## src/rtl/bus_port_pkg.sv

```systemverilog
// Shared types and helpers for the bus port adapter: packet layout, ID extraction
// and saturating status-counter arithmetic.
package bus_port_pkg;

  localparam int ID_W      = 8;
  localparam int CNT_W     = 16;
  localparam int PAY_W     = 8;
  localparam int PKT_MAX_W = 64;

  // Layout of the default 16-bit packet; wider packets keep the ID in the top byte.
  typedef struct packed {
    logic [ID_W-1:0]  dest;
    logic [PAY_W-1:0] payload;
  } packet_t;

  function automatic logic [ID_W-1:0] dest_of(input logic [PKT_MAX_W-1:0] pkt,
                                               input int pckg_sz);
    return ID_W'(pkt >> (pckg_sz - ID_W));
  endfunction

  function automatic logic [CNT_W-1:0] sat_inc(input logic [CNT_W-1:0] cnt);
    return (cnt == '1) ? cnt : cnt + CNT_W'(1);
  endfunction

endpackage

```

## src/rtl/fifo_sync_fwft.sv

```systemverilog
// Synchronous first-word-fall-through FIFO with extra-MSB pointers. A write into a
// full FIFO succeeds when a read happens in the same cycle; an empty FIFO is never bypassed.
module fifo_sync_fwft #(
  parameter int WIDTH = 16,
  parameter int DEPTH = 8
) (
  input  logic             clk,
  input  logic             reset,
  input  logic             wr_en,
  input  logic [WIDTH-1:0] wr_data,
  input  logic             rd_en,
  output logic [WIDTH-1:0] rd_data,
  output logic             full,
  output logic             empty
);

  localparam int AW = $clog2(DEPTH);
  localparam logic [AW:0] PTR_INC = {{AW{1'b0}}, 1'b1};

  logic [WIDTH-1:0] mem [DEPTH];
  logic [AW:0]      wr_ptr_q, wr_ptr_d;
  logic [AW:0]      rd_ptr_q, rd_ptr_d;
  logic             do_wr, do_rd;

  assign empty = (wr_ptr_q == rd_ptr_q);
  assign full  = (wr_ptr_q[AW] != rd_ptr_q[AW]) &&
                 (wr_ptr_q[AW-1:0] == rd_ptr_q[AW-1:0]);

  assign do_rd = rd_en && !empty;
  assign do_wr = wr_en && (!full || do_rd);

  assign wr_ptr_d = do_wr ? wr_ptr_q + PTR_INC : wr_ptr_q;
  assign rd_ptr_d = do_rd ? rd_ptr_q + PTR_INC : rd_ptr_q;

  // Outputs are masked to zero while empty so stale storage never leaks out.
  assign rd_data = empty ? '0 : mem[rd_ptr_q[AW-1:0]];

  always_ff @(posedge clk) begin
    // NOTE: registered state uses non-blocking assignments so every flop samples pre-edge values.
    if (reset) begin
      wr_ptr_q <= '0;
      rd_ptr_q <= '0;
    end else begin
      wr_ptr_q <= wr_ptr_d;
      rd_ptr_q <= rd_ptr_d;
    end
  end

  // NOTE: storage is not reset; the pointers define validity, and a resettable array costs flops.
  always_ff @(posedge clk) begin
    if (do_wr) begin
      mem[wr_ptr_q[AW-1:0]] <= wr_data;
    end
  end

endmodule

```

## src/rtl/bus_port_adapter.sv

```systemverilog
// Terminal-side adapter for one arbiter port: TX buffering towards the arbiter,
// destination filtering of deliveries into an RX buffer, and saturating status.
module bus_port_adapter
  import bus_port_pkg::*;
#(
  parameter int              pckg_sz   = 16,
  parameter int              depth     = 8,
  parameter logic [ID_W-1:0] my_id     = 8'd0,
  parameter logic [ID_W-1:0] broadcast = 8'hFF
) (
  input  logic               clk,
  input  logic               reset,
  input  logic               tx_valid,
  output logic               tx_ready,
  input  logic [pckg_sz-1:0] tx_data,
  output logic               pndng,
  input  logic               pop,
  output logic [pckg_sz-1:0] D_pop,
  input  logic               push,
  input  logic [pckg_sz-1:0] D_push,
  output logic               rx_valid,
  input  logic               rx_ready,
  output logic [pckg_sz-1:0] rx_data,
  output logic [CNT_W-1:0]   drop_cnt,
  output logic [CNT_W-1:0]   misroute_cnt,
  output logic               err_underflow
);

  logic            tx_full, tx_empty;
  logic            rx_full, rx_empty;
  logic [ID_W-1:0] rx_dest;
  logic            dest_ok;
  logic            rx_drop;

  logic [CNT_W-1:0] drop_cnt_q, drop_cnt_d;
  logic [CNT_W-1:0] misroute_cnt_q, misroute_cnt_d;
  logic             err_underflow_q, err_underflow_d;

  // The TX FIFO accepts tx_valid while full if the arbiter pops the head in the same cycle.
  fifo_sync_fwft #(
    .WIDTH (pckg_sz),
    .DEPTH (depth)
  ) u_tx_fifo (
    .clk     (clk),
    .reset   (reset),
    .wr_en   (tx_valid),
    .wr_data (tx_data),
    .rd_en   (pop),
    .rd_data (D_pop),
    .full    (tx_full),
    .empty   (tx_empty)
  );

  assign rx_dest = dest_of(PKT_MAX_W'(D_push), pckg_sz);
  assign dest_ok = (rx_dest == my_id) || (rx_dest == broadcast);
  assign rx_drop = push && dest_ok && rx_full && !rx_ready;

  fifo_sync_fwft #(
    .WIDTH (pckg_sz),
    .DEPTH (depth)
  ) u_rx_fifo (
    .clk     (clk),
    .reset   (reset),
    .wr_en   (push && dest_ok),
    .wr_data (D_push),
    .rd_en   (rx_ready),
    .rd_data (rx_data),
    .full    (rx_full),
    .empty   (rx_empty)
  );

  assign tx_ready = !tx_full;
  assign pndng    = !tx_empty;
  assign rx_valid = !rx_empty;

  always_comb begin
    // NOTE: every always_comb output gets a default first so no path can infer a latch.
    drop_cnt_d      = drop_cnt_q;
    misroute_cnt_d  = misroute_cnt_q;
    err_underflow_d = err_underflow_q;
    if (push && !dest_ok) begin
      misroute_cnt_d = sat_inc(misroute_cnt_q);
    end
    if (rx_drop) begin
      drop_cnt_d = sat_inc(drop_cnt_q);
    end
    if (pop && tx_empty) begin
      err_underflow_d = 1'b1;
    end
  end

  always_ff @(posedge clk) begin
    if (reset) begin
      drop_cnt_q      <= '0;
      misroute_cnt_q  <= '0;
      err_underflow_q <= 1'b0;
    end else begin
      drop_cnt_q      <= drop_cnt_d;
      misroute_cnt_q  <= misroute_cnt_d;
      err_underflow_q <= err_underflow_d;
    end
  end

  assign drop_cnt      = drop_cnt_q;
  assign misroute_cnt  = misroute_cnt_q;
  assign err_underflow = err_underflow_q;

endmodule

```

## config.mk

```make
export PLATFORM = sky130hd
export DESIGN_NAME = bus_port_adapter
export DESIGN_NICKNAME = d
export VERILOG_FILES = /design/src/rtl/bus_port_pkg.sv /design/src/rtl/fifo_sync_fwft.sv /design/src/rtl/bus_port_adapter.sv
export SDC_FILE = /design/constraint.sdc
export NUM_CORES = 1
export LEC_CHECK = 0
export ABC_CLOCK_PERIOD_IN_PS = 4500
export BUFFER_PORTS_ARGS = -buffer_cell sky130_fd_sc_hd__buf_2
export CAP_MARGIN = 15
export CORE_ASPECT_RATIO = 1.75
export CORE_MARGIN = 4
export CORE_UTILIZATION = 45
export DETAILED_ROUTE_END_ITERATION = 12
export PLACE_DENSITY = 0.59
export SLEW_MARGIN = 40
export SYNTH_ARGS = -nofsm -noshare
export SYNTH_HDL_FRONTEND = slang
export SYNTH_SLANG_ARGS = --single-unit
```

## constraint.sdc

```tcl
create_clock -name clk -period 4.5 [get_ports clk]
set_clock_uncertainty 0.2 [all_clocks]
set_input_delay 0.675 -clock clk [delete_from_list [all_inputs] [get_ports clk]]
set_output_delay 0.675 -clock clk [all_outputs]
set_load 0.005 [all_outputs]
```

**Word-level counts from Yosys, hierarchy flattened**

Memories as Yosys holds them, arrays and structs flattened. A register that Yosys moved wholly into a read port is not among the register bits.
Index checks and enable logic that the tools add are counted.

- Output and inout bits: 68
- Register bits after elaboration: 49
- Word-level logic and storage cells: 59
- Bits in writable memories: 256
- Memories kept: 2

Memory list:

| name | depth | width | read ports | clocked after memory_dff | wr ports | line | RTL |
|---|---|---|---|---|---|---|---|
| u_rx_fifo.mem | 8 | 16 | 1 | 1 | 1 | fifo_sync_fwft.sv:20 | `logic [WIDTH-1:0] mem [DEPTH];` |
| u_tx_fifo.mem | 8 | 16 | 1 | 1 | 1 | fifo_sync_fwft.sv:20 |  |

- Reduce and logical (&&, ||, !) cells: 23
- Eq/ne operators: 9
- Bitwise gates (word level): 2
- Add/subtract/negate cells: 6
- Multiplexer cells: 10

Operators by type and width:

| cell | number |
|---|---|
| 16-bit by 1-bit adder with 16-bit output (second input constant) | 2 |
| 16-bit equality test (second input constant) | 2 |
| 16-bit 2-to-1 mux | 2 |
| 4-bit by 1-bit adder with 4-bit output (second input constant) | 4 |
| 3-bit 2-to-1 mux | 4 |
| 1-bit logical AND | 11 |
| 4-bit equality test | 2 |
| 8-bit equality test (second input constant) | 1 |
| 8-bit zero test | 1 |
| 3-bit equality test | 2 |
| 1-bit zero test | 6 |
| 1-bit 2-to-1 mux | 4 |
| 2-bit AND reduction | 2 |
| 1-bit logical OR | 3 |
| 1-bit != test | 2 |
| 1-bit NOT | 2 |

**Logic depth before layout (Yosys ltp)**

- Depth after elaboration: 7
- Gate-level depth with buffers: 8
- Gate-level depth less buffers: 6

**Modules after synthesis**

A second synthesis with hierarchy kept.

- Cell total of the unflattened synthesis: 772
- Area total of the unflattened synthesis: 12893.6 um^2

Modules (own cells, without submodules):

| module | area each (um^2) | seq. area each (um^2) | cells an instance | times used |
|---|---|---|---|---|
| fifo_sync_fwft | 5537.8 | 4063.9 | 274 | 2 |
| bus_port_adapter | 1818.0 | 660.6 | 224 | 1 |

**Worst setup path before layout**

OpenSTA, ideal clock, no wires.

- Kind: input -> register
- From: in D_push[8]
- To: mem u_rx_fifo.mem[0][0], enable pin
- Buffers on the path: 0
- Data arrival time: 2.862 ns
- Cell stages on the path: 5
- Slack: 1.029 ns
- Cell sequence: nor4_1 -> and2_1 -> o21ai_0 -> or3_1 -> nor3_1

- Word-level cells in the longest chain between the ends: 6

RTL lines:

| what | line | RTL |
|---|---|---|
| start: declaration | bus_port_adapter.sv:20 | `input logic [pckg_sz-1:0] D_push,` |
| 8-bit equality test or 8-bit zero test (tied branches) | bus_port_adapter.sv:55 | `assign dest_ok = (rx_dest == my_id) \|\| (rx_dest == broadcast);` |
| 1-bit logical OR * | bus_port_adapter.sv:55 |  |
| 1-bit logical AND * | bus_port_adapter.sv:64 | `.wr_en (push && dest_ok),` |
| 1-bit logical AND * | fifo_sync_fwft.sv:30 | `assign do_wr = wr_en && (!full \|\| do_rd);` |
| 1-bit 2-to-1 mux * | fifo_sync_fwft.sv:51 | `if (do_wr) begin` |
| 1-bit 2-to-1 mux (not written as such) * | fifo_sync_fwft.sv:52 | `mem[wr_ptr_q[AW-1:0]] <= wr_data;` |
| end: declaration | fifo_sync_fwft.sv:20 |  |

Every way passes the cells marked *; elsewhere a longest branch is shown, timed or not.

==> flow_metrics.py <==
metrics = {
    "status": {
        "status": "finished, final reports clean",
    },
    "cells_and_area": {
        "final_common_cell": "edfxtp_1",
        "fill_cells": 2279,
        "ff_latch_area_um2": 8800,
        "finalInstanceArea_um2": 14500,
        "final_cells": 1261,
        "final_nets": 914,
        "final_core_util_pct": 52.9,
        "multi_input_area_um2": 3620,
        "drive_gt1_share_pct": 29.2,
        "area_growth_pct": 15.5,
        "layout_common_cells": "edfxtp_1, buf_2, nor2_1",
    },
    "timing": {
        "setup_ws_ns": 1.03,
        "fin_crit_ns": 3.47,
        "whs_ns": 0.195,
        "finalSetupViolations": 0,
        "fin_crit_sh_pct": 77.2,
        "rsz0062_at_grt": "no",
        "hold_viol": 0,
        "fmax_ghz": 0.288,
        "relSlewSlack_pct": 45.9,
        "fin_setup_tns_ns": 0,
        "tightest_slew_ns": 0.806,
        "finalMaxSlewViolations": 0,
    },
    "yosys": {
        "yosys.area.top_type": "edfxtp_1",
        "synth.distinct_cells": 54,
        "ys_ff_latch": 311,
        "synth_edf_count": 256,
        "syn_area_per_cell_um2": 16.7,
        "seq_area_frac_synth_pct": 70.0,
        "syn-cell-area_um2": 12600,
        "async_flop_share_pct": 0,
        "synthCells": 752,
        "synth_area_leaders": "edfxtp_1, mux4_2, dfxtp_1",
        "synth-warning-count": 0,
        "synthFlopType": "edfxtp_1",
        "synth_nets": 796,
        "synth_top_area_share_pct": 61.2,
    },
    "critical_path": {
        "crit_path_start_kind": "register",
        "cp.required_ns": 3.62,
        "crit_type": "reg -> out",
        "critPathSlowestCell": "dfxtp_2",
        "cp-end-kind": "output port",
        "crit_chain": "buf_4 > mux4_2 > mux2i_1 > nor2_1 > buf_2",
        "arrival_ns": 2.60,
        "cp_max_fo": 19,
        "r2r_cells": 6,
        "max_stage_delay_ns": 0.64,
    },
    "cts": {
        "cts_sinks": 311,
        "cts_buffers": 28,
        "cts_hold_buf": 0,
        "root_buffer": "clkbuf_16",
        "cts_buffer_depth": 3,
        "post_cts_buffers": 0,
        "cts_tree": "yes",
        "cts.repair.resized": 0,
        "clkLatencyLatePin_ns": 0.54,
        "h-tree-depth": 1,
        "clk_pin_slew_worst_paths_ns": 0.06,
    },
    "power": {
        "fin_total_pwr_mw": 5.98,
        "ir_worst_vdd_v": 0.000334,
        "p_per_area_nw_per_um2": 412,
        "p_leak_nw": 4.80,
    },
    "drt": {
        "viasPerCell": 5.58,
        "first_iter_violations": 303,
        "vias": 7042,
        "drc_errors": 0,
        "wire_per_inst_um": 20.7,
        "drtPass1Iterations": 4,
        "wl_um": 26100,
        "ant_nets": 0,
    },
    "global_routing": {
        "grt_busiest_layer": "met2",
        "grt-ovfl-total": 0,
        "grt_pass1_vias": 7616,
        "grt_util_met3_pct": 2.20,
        "use_met1_pct": 18.6,
        "grt_max_degree": 60,
        "grtUsageTotal_pct": 17.0,
        "grt_first_pass_wirelength_um": 41300,
        "antenna_found_initial": 1,
        "gr-usage-met2_pct": 33.4,
    },
    "floorplanning": {
        "num_io_pins": 106,
        "coreArea_um2": 27400,
        "die_h_um": 229,
        "die_area_um2": 30800,
        "rows": 80,
        "initial_core_util_pct": 45.8,
        "die_x_um": 134,
    },
    "flow_run": {
        "drv_cap": 0,
    },
    "placed_design": {
        "placed_cells": 1209,
        "port_buffers": 105,
        "place_congestion": 0.789,
        "place_ws_ns": 1.31,
        "dp_hpwl_um": 17100,
        "placed_area_um2": 13600,
    },
    "min_path": {
        "hp-class": "in -> reg",
        "hold-path-cell-count": 1,
    },
}
## synthesized netlist by cell type, types with 4 or more instances
library cell / instances
and3_1: 7
nor2_1: 67
ha_1: 6
edfxtp_1: 256
nand3_1: 22
clkbuf_1: 24
mux2i_1: 34
inv_1: 6
xor2_1: 8
nor2b_1: 9
buf_2: 9
nor3_1: 6
or3_1: 12
o21ai_0: 17
o31ai_1: 12
mux4_2: 64
and4_1: 4
nor4_1: 9
nand2b_1: 7
dfxtp_1: 55
a21oi_1: 28
nand2_1: 20
nand4_1: 8
mux2_2: 7
xnor2_1: 7
or4_1: 12
## state kept, by name, summed over array words and instances (netlist names), named ones only
| register | flops |
|---|---|
| u_rx_fifo.rd_ptr_q | 4 |
| u_rx_fifo.mem | 128 |
| drop_cnt | 16 |
| u_tx_fifo.wr_ptr_q | 4 |
| u_tx_fifo.mem | 128 |
| u_rx_fifo.wr_ptr_q | 4 |
| u_tx_fifo.rd_ptr_q | 4 |
| misroute_cnt | 16 |
| err_underflow | 1 |
## worst paths after layout
kind              slack [ns]                   from              endpoint
setup reg to reg        1.48  u_tx_fifo.wr_ptr_q[1]   u_tx_fifo.mem[2][9]
hold reg to reg         0.29        misroute_cnt[7]       misroute_cnt[7]
hold / removal          0.20            tx_data[13]  u_tx_fifo.mem[0][13]
setup / recovery        1.03               register              D_pop[1]
## critical path, delay by kind of cell, from the launching register on
| kind | cells | cell delay, ns |
|---|---|---|
| buffers and inverters | 2 | 0.60 |
| DFF | 1 | 0.64 |
| muxes | 2 | 0.74 |
| and+or+nand+nor | 1 | 0.07 |
## final cells by class
cell class / count / area share [%]
clock inverters: 15 / 1.17
multi-input cells: 397 / 25.0
inverters: 6 / 0.155
diodes: 2 / 0.0345
clock buffers: 35 / 5.16
well taps: 369 / 3.18
flip-flops and latches: 311 / 60.6
repair buffers: 126 / 4.71
## metal layers
layer / wire (um) / up-vias / share of wire [%]
met1: 9130 / 3604 / 35
li1: - / 3219 / -
met5: 0 / - / 0
met2: 15100 / 171 / 58
met4: 678 / 0 / 2.6
met3: 1150 / 48 / 4.4
## cells by family after synthesis
family                   after synthesis  synth area share (%)
AO/OA/AOI/OAI                         68                  3.31
XOR/XNOR                              15                  1.05
adder cells (fa/ha/maj)                6                 0.598
buffers and inverters                 44                  1.55
flip-flops                           311                  70.0
multiplexers                         105                  14.8
AND/OR/NAND/NOR                      203                  8.72
## report_power, final
| group | switching, mW | total, mW | internal (mW) | leakage [nW] |
|---|---|---|---|---|
| Combinational | 0.207 | 0.402 | 0.195 | 1.59 |
| Clock | 0.984 | 2.38 | 1.40 | 0.446 |
| Sequential | 0.0440 | 3.19 | 3.15 | 2.76 |
(Power assumes the default switching activity.)
